File: config.mk
export PLATFORM = sky130hd
export DESIGN_NAME = pcie_rx_detect_ctrl
export DESIGN_NICKNAME = d
export VERILOG_FILES = /design/src/rtl/pcie_phys_pkg.sv /design/src/rtl/pcie_lane_debounce.sv /design/src/rtl/pcie_rx_detect_ctrl.sv
export SDC_FILE = /design/constraint.sdc
export NUM_CORES = 1
export LEC_CHECK = 0
export ABC_AREA = 0
export CAP_MARGIN = 20
export CORE_UTILIZATION = 54
export CTS_BUF_LIST = sky130_fd_sc_hd__clkbuf_8
export DETAILED_ROUTE_END_ITERATION = 10
export GPL_TIMING_DRIVEN = 0
export HOLD_SLACK_MARGIN = 0.02
export PLACE_DENSITY_LB_ADDON = 0.1
export RECOVER_POWER = 25
export SLEW_MARGIN = 20
export SYNTH_ARGS = -nofsm -noshare
export SYNTH_HDL_FRONTEND = slang
export SYNTH_SLANG_ARGS = --single-unit
File: constraint.sdc
create_clock -name clk_i -period 1.65 [get_ports clk_i]
set_input_delay 0.2475 -clock clk_i [delete_from_list [all_inputs] [get_ports clk_i]]
set_output_delay 0.2475 -clock clk_i [all_outputs]
set_load 0.005 [all_outputs]
File: src/rtl/pcie_phys_pkg.sv
// pcie_phys_pkg: types and helpers shared by the PCIe PHY control blocks.
// Holds the receiver-detect state encoding, the link generation encoding and
// the power-of-two lane-prefix width rule also needed by the LTSSM.
package pcie_phys_pkg;

  typedef enum logic [2:0] {
    ST_IDLE   = 3'd0,
    ST_QUIET  = 3'd1,
    ST_CHARGE = 3'd2,
    ST_SAMPLE = 3'd3,
    ST_EVAL   = 3'd4,
    ST_DONE   = 3'd5
  } rx_detect_state_e;

  typedef enum logic [1:0] {
    GEN1 = 2'd1,
    GEN2 = 2'd2,
    GEN3 = 2'd3
  } link_gen_e;

  // Widest link any PHY in this family supports.
  localparam int unsigned MAX_LANES  = 16;
  localparam int unsigned WIDTH_BITS = 5;

  // Largest power of two k <= num_lanes such that lanes 0..k-1 are all set;
  // 0 when lane 0 is clear.
  function automatic logic [WIDTH_BITS-1:0] width_from_mask(
    input logic [MAX_LANES-1:0] mask,
    input int unsigned          num_lanes
  );
    logic                  prefix_ok;
    logic [WIDTH_BITS-1:0] width;
    prefix_ok = 1'b1;
    width     = '0;
    for (int unsigned i = 0; i < MAX_LANES; i++) begin
      if (i < num_lanes) begin
        prefix_ok = prefix_ok & mask[i];
        if (prefix_ok && (((i + 1) & i) == 0)) begin
          width = WIDTH_BITS'(i + 1);
        end
      end
    end
    return width;
  endfunction

endpackage

File: src/rtl/pcie_lane_debounce.sv
// pcie_lane_debounce: per-lane saturating run counter for receiver detect.
// A lane is qualified once it has been sampled high DETECT_CYCLES times in a
// row; any low sample drops it back to zero.
module pcie_lane_debounce #(
  parameter int unsigned DETECT_CYCLES = 16
) (
  input  logic clk_i,
  input  logic rst_ni,
  input  logic clr_i,
  input  logic en_i,
  input  logic load_detect_i,
  output logic qualified_o
);

  localparam int unsigned       CW     = $clog2(DETECT_CYCLES + 1);
  localparam logic [CW-1:0]     SAT    = CW'(DETECT_CYCLES);
  localparam logic [CW-1:0]     SAT_M1 = CW'(DETECT_CYCLES - 1);

  logic [CW-1:0] r_cnt;
  logic          r_qual;

  // Count consecutive high samples, saturate at DETECT_CYCLES, flag on saturation.
  always_ff @(posedge clk_i or negedge rst_ni) begin
    if (!rst_ni) begin
      r_cnt  <= '0;
      r_qual <= 1'b0;
    end else if (clr_i) begin
      r_cnt  <= '0;
      r_qual <= 1'b0;
    end else if (en_i) begin
      if (!load_detect_i) begin
        r_cnt  <= '0;
        r_qual <= 1'b0;
      end else if (r_cnt != SAT) begin
        r_cnt  <= r_cnt + CW'(1);
        r_qual <= (r_cnt == SAT_M1);
      end else begin
        r_qual <= 1'b1;
      end
    end
  end

  assign qualified_o = r_qual;

endmodule

File: src/rtl/pcie_rx_detect_ctrl.sv
// pcie_rx_detect_ctrl: receiver-detect and lane-qualification controller.
// Runs QUIET/CHARGE/SAMPLE with per-lane debounce, retries when no lane
// qualifies, then reports lane mask, link width and encoder enables.
// Optional build macro PCIE_RX_DETECT_LANE_REVERSAL_EN: when the normal
// width is 0, also try the lanes in reversed order and flag lane_reversed_o.
module pcie_rx_detect_ctrl
  import pcie_phys_pkg::*;
#(
  parameter int unsigned NUM_LANES     = 4,
  parameter int unsigned QUIET_CYCLES  = 64,
  parameter int unsigned CHARGE_CYCLES = 4,
  parameter int unsigned DETECT_CYCLES = 16,
  parameter int unsigned RETRY_MAX     = 2
) (
  input  logic                           clk_i,
  input  logic                           rst_ni,
  input  logic                           start_i,
  input  logic [1:0]                     gen_i,
  input  logic [NUM_LANES-1:0]           load_detect_i,
  output logic                           rx_detect_en_o,
  output logic                           busy_o,
  output logic                           done_o,
  output logic                           detect_fail_o,
  output logic [NUM_LANES-1:0]           lane_mask_o,
  output logic [$clog2(NUM_LANES):0]     link_width_o,
  output logic                           lane_reversed_o,
  output logic                           en_8b10b_o,
  output logic                           en_128b130b_o
);

  localparam int unsigned LW         = $clog2(NUM_LANES) + 1;
  localparam int unsigned WIN_CYCLES = 2 * DETECT_CYCLES;
  localparam int unsigned QC_MAX     = (QUIET_CYCLES > CHARGE_CYCLES) ? QUIET_CYCLES : CHARGE_CYCLES;
  localparam int unsigned CNT_MAX    = (QC_MAX > WIN_CYCLES) ? QC_MAX : WIN_CYCLES;
  localparam int unsigned CNT_W      = $clog2(CNT_MAX + 1);
  localparam int unsigned RTY_W      = $clog2(RETRY_MAX + 2);

  localparam logic [CNT_W-1:0] QUIET_LAST  = CNT_W'(QUIET_CYCLES - 1);
  localparam logic [CNT_W-1:0] CHARGE_LAST = CNT_W'(CHARGE_CYCLES - 1);
  localparam logic [CNT_W-1:0] WIN_LAST    = CNT_W'(WIN_CYCLES - 1);

  rx_detect_state_e     r_state;
  logic [CNT_W-1:0]     r_cnt;
  logic [RTY_W-1:0]     r_retry;
  link_gen_e            r_gen;
  logic                 r_rx_en;
  logic                 r_busy;
  logic                 r_done;
  logic                 r_fail;
  logic [NUM_LANES-1:0] r_mask;
  logic [LW-1:0]        r_width;
  logic                 r_en_8b10b;
  logic                 r_en_128b130b;

  logic [NUM_LANES-1:0]  w_qual;
  logic                  w_deb_clr;
  logic                  w_deb_en;
  logic                  w_all_qual;
  logic                  w_retry;
  logic [MAX_LANES-1:0]  w_mask16;
  logic [WIDTH_BITS-1:0] w_width_norm;
  logic [LW-1:0]         w_width_final;
  logic                  w_width_nz;

  // Debounce counters restart on the CHARGE->SAMPLE edge and only count in SAMPLE.
  assign w_deb_clr = (r_state == ST_CHARGE) && (r_cnt == CHARGE_LAST);
  assign w_deb_en  = (r_state == ST_SAMPLE);

  genvar gi;
  generate
    for (gi = 0; gi < NUM_LANES; gi++) begin : g_lane
      pcie_lane_debounce #(
        .DETECT_CYCLES (DETECT_CYCLES)
      ) u_debounce (
        .clk_i         (clk_i),
        .rst_ni        (rst_ni),
        .clr_i         (w_deb_clr),
        .en_i          (w_deb_en),
        .load_detect_i (load_detect_i[gi]),
        .qualified_o   (w_qual[gi])
      );
    end
  endgenerate

  assign w_all_qual   = &w_qual;
  assign w_retry      = (w_qual == '0) && (r_retry < RTY_W'(RETRY_MAX));
  assign w_mask16     = MAX_LANES'(w_qual);
  assign w_width_norm = width_from_mask(w_mask16, NUM_LANES);

`ifdef PCIE_RX_DETECT_LANE_REVERSAL_EN
  logic [NUM_LANES-1:0]  w_mask_rev;
  logic [WIDTH_BITS-1:0] w_width_rev;
  logic                  w_rev_sel;
  logic                  r_lane_reversed;

  generate
    for (gi = 0; gi < NUM_LANES; gi++) begin : g_rev
      assign w_mask_rev[gi] = w_qual[NUM_LANES-1-gi];
    end
  endgenerate

  assign w_width_rev     = width_from_mask(MAX_LANES'(w_mask_rev), NUM_LANES);
  assign w_rev_sel       = (w_width_norm == '0) && (w_width_rev != '0);
  assign w_width_final   = w_rev_sel ? LW'(w_width_rev) : LW'(w_width_norm);
  assign lane_reversed_o = r_lane_reversed;
`else
  assign w_width_final   = LW'(w_width_norm);
  assign lane_reversed_o = 1'b0;
`endif

  assign w_width_nz = (w_width_final != '0);

  // Detect sequencer: phase timing, retry policy and registered result outputs.
  always_ff @(posedge clk_i or negedge rst_ni) begin
    if (!rst_ni) begin
      r_state       <= ST_IDLE;
      r_cnt         <= '0;
      r_retry       <= '0;
      r_gen         <= GEN1;
      r_rx_en       <= 1'b0;
      r_busy        <= 1'b0;
      r_done        <= 1'b0;
      r_fail        <= 1'b0;
      r_mask        <= '0;
      r_width       <= '0;
      r_en_8b10b    <= 1'b0;
      r_en_128b130b <= 1'b0;
`ifdef PCIE_RX_DETECT_LANE_REVERSAL_EN
      r_lane_reversed <= 1'b0;
`endif
    end else begin
      case (r_state)
        ST_IDLE, ST_DONE: begin
          if (start_i) begin
            r_state       <= ST_QUIET;
            r_cnt         <= '0;
            r_retry       <= '0;
            r_gen         <= (gen_i == 2'd0) ? GEN1 : link_gen_e'(gen_i);
            r_busy        <= 1'b1;
            r_done        <= 1'b0;
            r_fail        <= 1'b0;
            r_mask        <= '0;
            r_width       <= '0;
            r_en_8b10b    <= 1'b0;
            r_en_128b130b <= 1'b0;
`ifdef PCIE_RX_DETECT_LANE_REVERSAL_EN
            r_lane_reversed <= 1'b0;
`endif
          end
        end
        ST_QUIET: begin
          if (r_cnt == QUIET_LAST) begin
            r_state <= ST_CHARGE;
            r_cnt   <= '0;
            r_rx_en <= 1'b1;
          end else begin
            r_cnt <= r_cnt + CNT_W'(1);
          end
        end
        ST_CHARGE: begin
          if (r_cnt == CHARGE_LAST) begin
            r_state <= ST_SAMPLE;
            r_cnt   <= '0;
          end else begin
            r_cnt <= r_cnt + CNT_W'(1);
          end
        end
        ST_SAMPLE: begin
          if (w_all_qual || (r_cnt == WIN_LAST)) begin
            r_state <= ST_EVAL;
            r_cnt   <= '0;
            r_rx_en <= 1'b0;
          end else begin
            r_cnt <= r_cnt + CNT_W'(1);
          end
        end
        ST_EVAL: begin
          r_mask <= w_qual;
          if (w_retry) begin
            r_state <= ST_QUIET;
            r_retry <= r_retry + RTY_W'(1);
          end else begin
            r_state       <= ST_DONE;
            r_busy        <= 1'b0;
            r_done        <= 1'b1;
            r_width       <= w_width_final;
            r_fail        <= !w_width_nz;
            r_en_8b10b    <= w_width_nz && (r_gen != GEN3);
            r_en_128b130b <= w_width_nz && (r_gen == GEN3);
`ifdef PCIE_RX_DETECT_LANE_REVERSAL_EN
            r_lane_reversed <= w_rev_sel;
`endif
          end
        end
        default: begin
          r_state <= ST_IDLE;
        end
      endcase
    end
  end

  assign rx_detect_en_o = r_rx_en;
  assign busy_o         = r_busy;
  assign done_o         = r_done;
  assign detect_fail_o  = r_fail;
  assign lane_mask_o    = r_mask;
  assign link_width_o   = r_width;
  assign en_8b10b_o     = r_en_8b10b;
  assign en_128b130b_o  = r_en_128b130b;

endmodule

# Word level (Yosys, flattened, before mapping)

Index checks and enable logic that the tools add are counted.

Bits in registers: 51
Logic and storage cells: 155

Add/subtract/negate cells: 6
Bitwise logic cells: 3
Magnitude comparators: 1
Multiplexer cells: 70
Eq/ne operators: 28
Reduce and logical (&&, ||, !) cells: 27

Operators with widths:

| kind                                                   | number |
|---|---|
| two-way mux 5 bit                                      | 16 |
| two-way mux 7 bit                                      | 4 |
| one-hot mux 7 bit (4 select lines)                     | 1 |
| two-way mux 1 bit                                      | 26 |
| two-way mux 3 bit                                      | 8 |
| adder 5 x 1 -> 5 bit (second input constant)           | 4 |
| == test 5 x 4 -> 1 bit (second input constant)         | 4 |
| inequality test 5 bit (second input constant)          | 4 |
| one-hot mux 3 bit (5 select lines)                     | 1 |
| AND reduction 2 bit                                    | 7 |
| inequality test 2 bit (second input constant)          | 6 |
| inequality test 3 x 1 -> 1 bit (second input constant) | 4 |
| one-hot mux 1 bit (2 select lines)                     | 6 |
| AND reduction 3 bit                                    | 3 |
| two-way mux 2 bit                                      | 4 |
| one-hot mux 4 bit (2 select lines)                     | 1 |
| AND reduction 4 bit                                    | 2 |
| adder 7 x 1 -> 7 bit (second input constant)           | 1 |
| == test 7 x 2 -> 1 bit (second input constant)         | 1 |
| == test 7 x 5 -> 1 bit (second input constant)         | 1 |
| == test 7 x 6 -> 1 bit (second input constant)         | 1 |
| == test 3 x 2 -> 1 bit (second input constant)         | 2 |
| == test 3 bit (second input constant)                  | 2 |
| one-hot mux 3 bit (2 select lines)                     | 1 |
| other kinds (18)                                       | 25 |

# Depth between registers and ports, before layout

Gate-level depths: netlist of run 1.

Word-level depth: 8
Mapped depth: 7
Gate-level depth less buffers: 7

# Hierarchy

A second synthesis of run 1 with hierarchy kept.

Cells, all modules: 310
Area total of the unflattened synthesis: 2937.8 um2

Modules (own cells, without submodules):

| module              | cells an instance | sequential area each (um2) | instances | area each (um2) |
|---|---|---|---|---|
| pcie_lane_debounce  | 40                | 150.1                      | 4         | 370.4 |
| pcie_rx_detect_ctrl | 150               | 676.9                      | 1         | 1456.4 |

# Worst setup path after synthesis of run 1

No wires, ideal clock.

Path kind: register to register
From: reg r_cnt[0]
To: reg g_lane[3].u_debounce.r_cnt[1]
Arrival: 1578 ps
Data required time: 1529 ps
Path buffers: 1
Slack: -49 ps
Clock period less this slack: 1699 ps
Cell stages (with the launch flop): 7
Path through: dfrtp_1 -> ha_1 -> nor4b_2 -> and2_1 -> o21ai_1 -> buf_2 -> a22o_1

Cells in the longest elaborated chain, start to end: 4

RTL lines:

| element                                                                               | RTL line                   | RTL |
|---|---|---|
| start: declaration                                                                    | pcie_rx_detect_ctrl.sv:43  | `logic [CNT_W-1:0] r_cnt;` |
| start signal: assignment                                                              | pcie_rx_detect_ctrl.sv:157 | `r_cnt <= r_cnt + CNT_W'(1);` |
| start signal: assignment                                                              | pcie_rx_detect_ctrl.sv:165 | `r_cnt <= r_cnt + CNT_W'(1);` |
| start signal: assignment                                                              | pcie_rx_detect_ctrl.sv:174 | `r_cnt <= r_cnt + CNT_W'(1);` |
| == test 7 x 2 -> 1 bit *                                                              | pcie_rx_detect_ctrl.sv:66  | `assign w_deb_clr = (r_state == ST_CHARGE) && (r_cnt == CHARGE_LAST);` |
| logical AND 1 bit *                                                                   | pcie_rx_detect_ctrl.sv:66  |  |
| inequality test 3 x 1 -> 1 bit (no source line) or nonzero test 2 bit (tied branches) | -                          |  |
| AND reduction 2 bit (no source line)                                                  | -                          |  |
| end signal: assignment                                                                | pcie_lane_debounce.sv:35   | `r_cnt <= r_cnt + CW'(1);` |
| end: declaration                                                                      | pcie_lane_debounce.sv:19   | `logic [CW-1:0] r_cnt;` |

Mark *: on every way between the ends. The rest lies on a longest branch, timed or not.
A chain may end at the register's enable or synchronous reset.

# Worst setup path in the final report of run 1

From: reg r_cnt[0]
To: reg g_lane[2].u_debounce.r_cnt[2]

Cells in the longest elaborated chain, start to end: 4

RTL lines:

| element                                                                               | RTL line |
|---|---|
| == test 7 x 2 -> 1 bit *                                                              | pcie_rx_detect_ctrl.sv:66 |
| logical AND 1 bit *                                                                   | pcie_rx_detect_ctrl.sv:66 |
| inequality test 3 x 1 -> 1 bit (no source line) or nonzero test 2 bit (tied branches) | - |
| AND reduction 2 bit (no source line)                                                  | - |
| end signal: assignment                                                                | pcie_lane_debounce.sv:35 |
| end: declaration                                                                      | pcie_lane_debounce.sv:19 |

Marked as above.

==> out/metrics.yaml, run 1 <==
floorplan:
  fp.dieH_um: 73.9
  die_x_um: 73.9
  row_count: 25
  core-area_um2: 4850
  initial_core_util_pct: 57.5
  die_area_um2: 5460
  ioPinCount: 23
place:
  preCtsSetupSlack_ps: -313
  dp.cells: 380
  post-dp-hpwl_mm: 4.26
  port-buffer-count: 21
  place.gp.congestion: 0.820
drt:
  drc: 0
  first_iter_violations: 179
  via_count: 2535
  ant_nets: 0
  drt-total-wl_mm: 7.32
  vias_per_cell: 6.12
  dr.pass1.iters: 4
  wl_per_cell_um: 17.7
critical_path:
  crit_type: "reg2reg"
  startpoint_type: "register"
  regToRegEndpoint: "g_lane[2].u_debounce.r_cnt[2]"
  cp.required_ps: 1820
  reg2reg_from: "r_cnt[0]"
  worst_path_max_delay_cell: "dfrtp_1"
  cp_max_fo: 3
  path_cells: "ha_4, nor4b_4, nand3b_1, buf_6, a21oi_4, o21bai_4, a311oi_2"
  endpoint_kind: "register"
  reg2reg_depth: 7
  regToRegSetupSlack_ps: -270
  cpPeakStageDelay_ps: 430
  crit_arrival_ps: 2090
logic_synthesis:
  ys_types: 61
  ys.flop_type: "dfrtp_1"
  avgSynthCellArea_um2: 9.56
  syn_inst: 292
  synth_top_family_by_area: "simple AND/OR/NAND/NOR gates"
  synth_edf_count: 0
  synthMuxAreaShare_pct: 1.84
  synthSimpleGateAreaFrac_pct: 22.6
  synth_area_um2: 2790
  ys_seq_elements: 51
  synth_compound_area_share_pct: 20.1
  synthAdderAreaFrac_pct: 4.04
  syn_nets: 310
  yosys_warnings: 0
  synth_xor_area_share_pct: 1.26
  synthArstFlopShare_pct: 100
  yosysSeqAreaShare_pct: 45.8
sta:
  finalSetupViolations: 34
  fmax_mhz: 520
  finalHoldViolations: 0
  finalCriticalPeriod_ps: 1920
  maxSlewHeadroom_pct: 24.3
  setup_ws_ps: -275
  min_period_over_period_pct: 117
  hold_ws_ps: 487
  drv_slew: 0
  rsz0062_at_grt: "true"
  skew_ps: 6.08
  tightest_slew_ps: 1140
grt:
  grt_pass1_vias: 2318
  antenna_found_initial: 0
  grt_use_total_pct: 26.3
  overflow: 0
  grt_max_degree: 52
  grt_first_pass_wirelength_mm: 10.8
clocking:
  clock_latency_ps: 310
  clk_pin_slew_ps: 90
  clk_path_buf_depth: 2
  cts.sinks: 51
  htree_levels: 2
  clock_tree.root_cell: "clkbuf_8"
  cts_tree: "done"
  numCtsBuffers: 5
finish:
  fillCellCount: 331
  stdcell_count: 414
  num_antenna_cells: 0
  drive_above_1_share_pct: 28.0
  final_nets: 364
  areaGrowthSynthToFinish_pct: 35.6
power_and_ir_drop:
  p_leak_nw: 1.58
  power_density_nw_per_um2: 935
  worst_ir_drop_vdd_mv: 0.848
min_path:
  min-delay-start: "r_gen[0]"
  holdPathStages: 2
  hp-class: "reg2reg"
  worstHoldEndpoint: "r_gen[0]"
outcome:
  status: "finished, violations left"
  failed_checks: "negative setup slack"
job:
  cap_violations: 0
[Yosys cell counts, drive strengths merged, types with 2 or more instances]
cell,count,area (um2)
nor3,17,90.1
o21bai,2,15.0
nor4b,2,23.8
a311oi,3,32.5
nor4bb,2,20.0
inv,17,63.8
o311ai,2,42.6
o21ai,22,110
a32o,4,40.0
a21oi,13,72.6
dfrtp,50,1250
buf,8,48.8
a21o,2,15.0
nand4,12,81.3
and3,2,12.5
nand2,33,124
nor2b,2,12.5
a31oi,6,37.5
or3,2,12.5
and2,3,18.8
ha,9,113
a21boi,2,15.0
mux2i,4,40.0
nand2b,6,37.5
nand3,9,45.0
a41oi,4,35.0
a41o,2,20.0
a22o,5,43.8
nor2,22,90.1
xnor2,4,35.0
a211o,2,17.5
[placed cells by master (no fill, tap or decap), types with 3 or more instances in the layout]
master           count
a21oi_1              6
a21oi_4              7
a22o_1               5
a31oi_1              5
a32o_1               4
a41oi_2              3
buf_4               21
buf_6               10
clkbuf_8             5
clkdlybuf4s50_1     20
dfrtp_1             46
dfrtp_2              4
ha_1                 8
inv_1               16
mux2i_1              4
nand2_1             32
nand2b_1             6
nand3_1              8
nand4_1             11
nor2_1              17
nor2_2               4
nor3_1              10
nor3_2               3
nor3_4               4
o21ai_0             14
o21ai_1              5
xnor2_1              4
[power by group]
group / leakage [nW] / internal (W) / switching (W)
clock network: 0.0695 / 0.000600 / 0.000435
registers: 0.660 / 0.00136 / 0.000151
logic: 0.849 / 0.000465 / 0.000524
[layer usage]
metal	part of all wire [%]	up-vias	track usage (%)
met5	0	-	0
met4	1.3	0	9.83
met3	6.1	10	5.49
met2	48	101	40.8
met1	44	1241	36.4
li1	-	1183	-
[cells by family (layout without fill, tap and decap cells)]
logic type	after synthesis	count (layout)
buffers and inverters	26	81
AO/OA/AOI/OAI	76	76
AND/OR/NAND/NOR	120	120
XOR/XNOR	4	4
multiplexers	5	5
flip-flops	51	51
adder cells (fa/ha/maj)	9	9
other	1	1
[what timing repair did]
| item | 4_1_cts | 5_1_grt |
|---|---|---|
| setup buffers | 14 | 10 |
| gates cloned | 2 | 0 |
| gates resized for setup | 31 | 54 |
| endpoints found under the hold margin | 50 | 0 |
| pin swaps | 14 | 28 |
| setup endpoints to repair | 35 | 41 |
| hold buffers | 1 | 0 |
[cell type report]
class	instances	area, um2	area share [%]
inverters	17	63.8	1.69
multi-input cells	215	1720	45.4
plain buffers	9	72.6	1.92
clock inverters	3	63.8	1.69
clock buffers	5	68.8	1.82
flip-flops and latches	51	1280	33.9
well taps	67	83.8	2.22
repair buffers	47	429	11.3
[critical path: cells and delay by family (launching register included)]
family / cells / cell delay (ps)
AO/OA/AOI/OAI: 3 / 350
adder cells (fa/ha/maj): 1 / 160
buffers and inverters: 1 / 210
flip-flops: 1 / 430
AND/OR/NAND/NOR: 2 / 630
[worst max path at each step]
stage	from	endpoint	slack, ps	depth (start not counted)
floorplan	r_cnt[0]	g_lane[3].u_debounce.r_cnt[1]	2	6
global placement	rst_ni	r_cnt[0]	-1170	1
detailed placement	r_cnt[0]	g_lane[1].u_debounce.r_cnt[1]	-310	6
CTS	r_cnt[1]	g_lane[2].u_debounce.r_cnt[2]	-110	7
global route	r_cnt[0]	g_lane[0].u_debounce.r_cnt[2]	-260	7
finish	r_cnt[0]	g_lane[2].u_debounce.r_cnt[2]	-270	7
[stage by stage]
stage | power, W | instance area (um2) | util, % | TNS, ps
floorplan | 0.00195 | 2810 | - | 0
global placement | 0.00211 | 3100 | 64.0 | -64100
detailed placement | 0.00213 | 3100 | 64.0 | -5510
CTS | 0.00336 | 3470 | 71.7 | -1160
global route | 0.00370 | 3780 | 78.0 | -6180
finish | 0.00354 | 3780 | 78.0 | -4850
[flip-flops by register name, indices dropped and copies added (netlist names), 2 cells and up]
register,count
g_lane.u_debounce.qualified_o,4
g_lane.u_debounce.r_cnt,20
lane_mask_o,4
link_width_o,3
r_cnt,7
r_gen,2
r_retry,2
r_state,3
Power figures use the tool's default switching activity.
==> run 2, diff against run 1 <==
CORE_MARGIN = 2   (was unset)
PLACE_DENSITY_LB_ADDON = 0.05   (was 0.1)
==> out/metrics.yaml, run 2 (synthesized netlist as in run 1, its figures left out) <==
power_and_ir_drop:
  power_frac_clock_pct: 22.3  # was 29.3%
  p_comb_share_pct: 32.6  # was 28.0%
  power_density_nw_per_um2: 897  # was 935 nW/um2
  worst_ir_drop_vdd_mv: 0.691  # was 0.848 mV
  p_int_w: 0.00219  # was 0.00243 W
  switching_share_pct: 33.7  # was 31.4%
  p_sw_w: 0.00111  # about the same
  seqPwrFrac_pct: 45.1  # was 42.8%
  p_leak_nw: 1.55  # was 1.58 nW
  power_w: 0.00330  # was 0.00354 W
finish:
  top_regs: "g_lane.u_debounce.r_cnt: 20 flops, r_cnt: 7 flops"  # unchanged
  multiInputGateArea_um2: 1650  # was 1720 um2
  areaGrowthSynthToFinish_pct: 31.8  # was 35.6%
  seqCellArea_um2: 1280  # about the same
  fillCellCount: 386  # was 331
  stdcell_count: 417  # was 414
  layout_commonest_cell: "dfrtp_1"  # unchanged
  final_area_um2: 3680  # was 3780 um2
  largest_reg_flops: 20  # unchanged
  drive_above_1_share_pct: 27.1  # was 28.0%
  final_cell_mix: "dfrtp_1 (47), nand2_1 (31), buf_4 (21)"  # was dfrtp_1 (46), nand2_1 (32), buf_4 (21)
  largest_register: "g_lane.u_debounce.r_cnt"  # unchanged
  num_antenna_cells: 0  # unchanged
  final_nets: 364  # unchanged
clocking:
  clock_tree.root_cell: "clkbuf_8"  # unchanged
  cts_tree: "done"  # unchanged
  clk_pin_slew_ps: 90  # about the same
  clock_latency_ps: 320  # was 310 ps
  numCtsBuffers: 5  # unchanged
  htree_levels: 2  # unchanged
  clk_path_buf_depth: 2  # unchanged
  cts.sinks: 51  # unchanged
drt:
  via_count: 2494  # was 2535
  drc: 0  # unchanged
  vias_per_cell: 5.98  # was 6.12
  drt-total-wl_mm: 6.83  # was 7.32 mm
  first_iter_violations: 163  # was 179
  dr.pass1.iters: 4  # unchanged
  wl_per_cell_um: 16.4  # was 17.7 um
  ant_nets: 0  # unchanged
floorplan:
  fp.dieH_um: 75.9  # was 73.9 um
  initial_core_util_pct: 55.3  # was 57.5%
  ioPinCount: 23  # unchanged
  core-area_um2: 5040  # was 4850 um2
  die_area_um2: 5760  # was 5460 um2
  die_x_um: 75.9  # was 73.9 um
  row_count: 26  # was 25
min_path:
  hp-class: "reg2reg"  # unchanged
  min-delay-start: "done_o"  # was r_gen[0]
  holdPathStages: 2  # unchanged
  worstHoldEndpoint: "done_o"  # was r_gen[0]
critical_path:
  regToRegSetupSlack_ps: -180  # was -270 ps
  startpoint_type: "register"  # unchanged
  regToRegEndpoint: "g_lane[1].u_debounce.r_cnt[1]"  # was g_lane[2].u_debounce.r_cnt[2]
  path_cells: "ha_4, nor4b_4, nand3b_1, or2_4, a31oi_1, o21ai_1"  # was ha_4, nor4b_4, nand3b_1, buf_6, a21oi_4, o21bai_4, a311oi_2
  worst_path_max_delay_cell: "dfrtp_1"  # unchanged
  reg2reg_depth: 6  # was 7
  reg2reg_from: "r_cnt[0]"  # unchanged
  crit_type: "reg2reg"  # unchanged
  crit_arrival_ps: 2030  # was 2090 ps
  cpPeakStageDelay_ps: 410  # was 430 ps
  path_depth: 6  # was 7
  cp_max_fo: 5  # was 3
  cp.required_ps: 1860  # was 1820 ps
  crit_buf_inv: 0  # was 1
  endpoint_kind: "register"  # unchanged
  cp_top_family: "simple AND/OR/NAND/NOR gates"  # unchanged
sta:
  fin_setup_tns_ps: -2360  # was -4850 ps
  hold_ws_ps: 480  # was 487 ps
  drv_slew: 0  # unchanged
  finalCriticalPeriod_ps: 1830  # was 1920 ps
  maxSlewHeadroom_pct: 24.9  # was 24.3%
  finalHoldViolations: 0  # unchanged
  setup_ws_ps: -177  # was -275 ps
  fmax_mhz: 547  # was 520 MHz
  finalSetupViolations: 25  # was 34
  rsz0062_at_grt: "true"  # unchanged
  tightest_slew_ps: 1130  # was 1140 ps
  min_period_over_period_pct: 111  # was 117%
  skew_ps: 10.8  # was 6.08 ps
job:
  cap_violations: 0  # unchanged
grt:
  grt_use_total_pct: 24.3  # was 26.3%
  grt_first_pass_wirelength_mm: 10.6  # was 10.8 mm
  antenna_found_initial: 0  # unchanged
  overflow: 0  # unchanged
  grt_pass1_vias: 2278  # was 2318
  grt_max_degree: 52  # unchanged
place:
  port-buffer-count: 21  # unchanged
  dp.cells: 383  # was 380
  post-dp-hpwl_mm: 4.25  # was 4.26 mm
  place.gp.congestion: 0.779  # was 0.820
  place_area_um2: 3110  # was 3100 um2
outcome:
  failed_checks: "negative setup slack"  # unchanged
  status: "finished, violations left"  # unchanged
[run 2: cell types whose count changed in the layout (fill, tap and decap cells not counted), moves of 3 or more]
cell and delta:
a21oi_2 +6, a21oi_4 -5, nor2_1 +3, nor2_2 -3
nor3_1 -3
[run 2: power by group through the flow]
stage                     registers, W  logic [W]  clock network [W]
after floorplan                0.00148   0.000464                  0
after global placement         0.00151   0.000607                  0
after detailed placement       0.00151   0.000627                  0
after CTS                      0.00149   0.000854           0.000750
after global routing           0.00150    0.00117           0.000807
final                          0.00149    0.00107           0.000737
[run 2: stage by stage]
stage                     worst slack [ps]  utilization [%]
final                                 -177             73.0
after global routing                  -290             73.0
after CTS                             -154             69.1
after detailed placement              -318             61.6
after global placement               -1220             61.6
after floorplan                       1.89                -
[run 2: worst max-delay path by stage]
stage / startpoint / endpoint
6_report: r_cnt[0] / g_lane[1].u_debounce.r_cnt[1]
3_3_place_gp: rst_ni / r_cnt[0]
5_1_grt: r_cnt[0] / g_lane[0].u_debounce.r_cnt[2]
2_1_floorplan: r_cnt[0] / g_lane[3].u_debounce.r_cnt[1]
4_1_cts: r_cnt[1] / g_lane[2].u_debounce.r_cnt[2]
3_5_place_dp: r_cnt[0] / g_lane[1].u_debounce.r_cnt[1]
[run 2: area by class of cell]
| type | count | share of cell area (%) |
|---|---|---|
| clock buffers | 5 | 1.87 |
| repair buffers | 47 | 11.9 |
| multi-input cells | 215 | 44.9 |
| clock inverters | 3 | 0.544 |
| inverters | 17 | 1.73 |
| well taps | 70 | 2.38 |
| plain buffers | 9 | 1.80 |
| flip-flops and latches | 51 | 34.8 |
[run 2: repair_timing]
action                     in CTS  in global routing
setup buffers                  14                 10
cloned                          2                  0
setup endpoints to repair      33                 37
hold buffers                    1                  0
hold endpoints to repair       50                  0
resized for setup              41                 30
pin swaps                      12                 16
[run 2: metal layers]
layer | up-vias | global-route usage [%] | part of all wire, %
met5 | - | 0 | 0
met4 | 0 | 7.60 | 1.3
met3 | 11 | 4.63 | 5.1
met2 | 62 | 38.7 | 49
met1 | 1240 | 33.4 | 45
li1 | 1181 | - | -
[run 2: tightest hold or removal path: cells and delay by family (launching register included)]
family	cells	cell delay, ps
DFF	1	350
and+or+nand+nor	2	100
==> run 3, diff against run 2 <==
ABC_AREA = unset   (was 0)
==> results of run 3 <==
No change in the layout: final DEF, timing and power equal those of run 2.
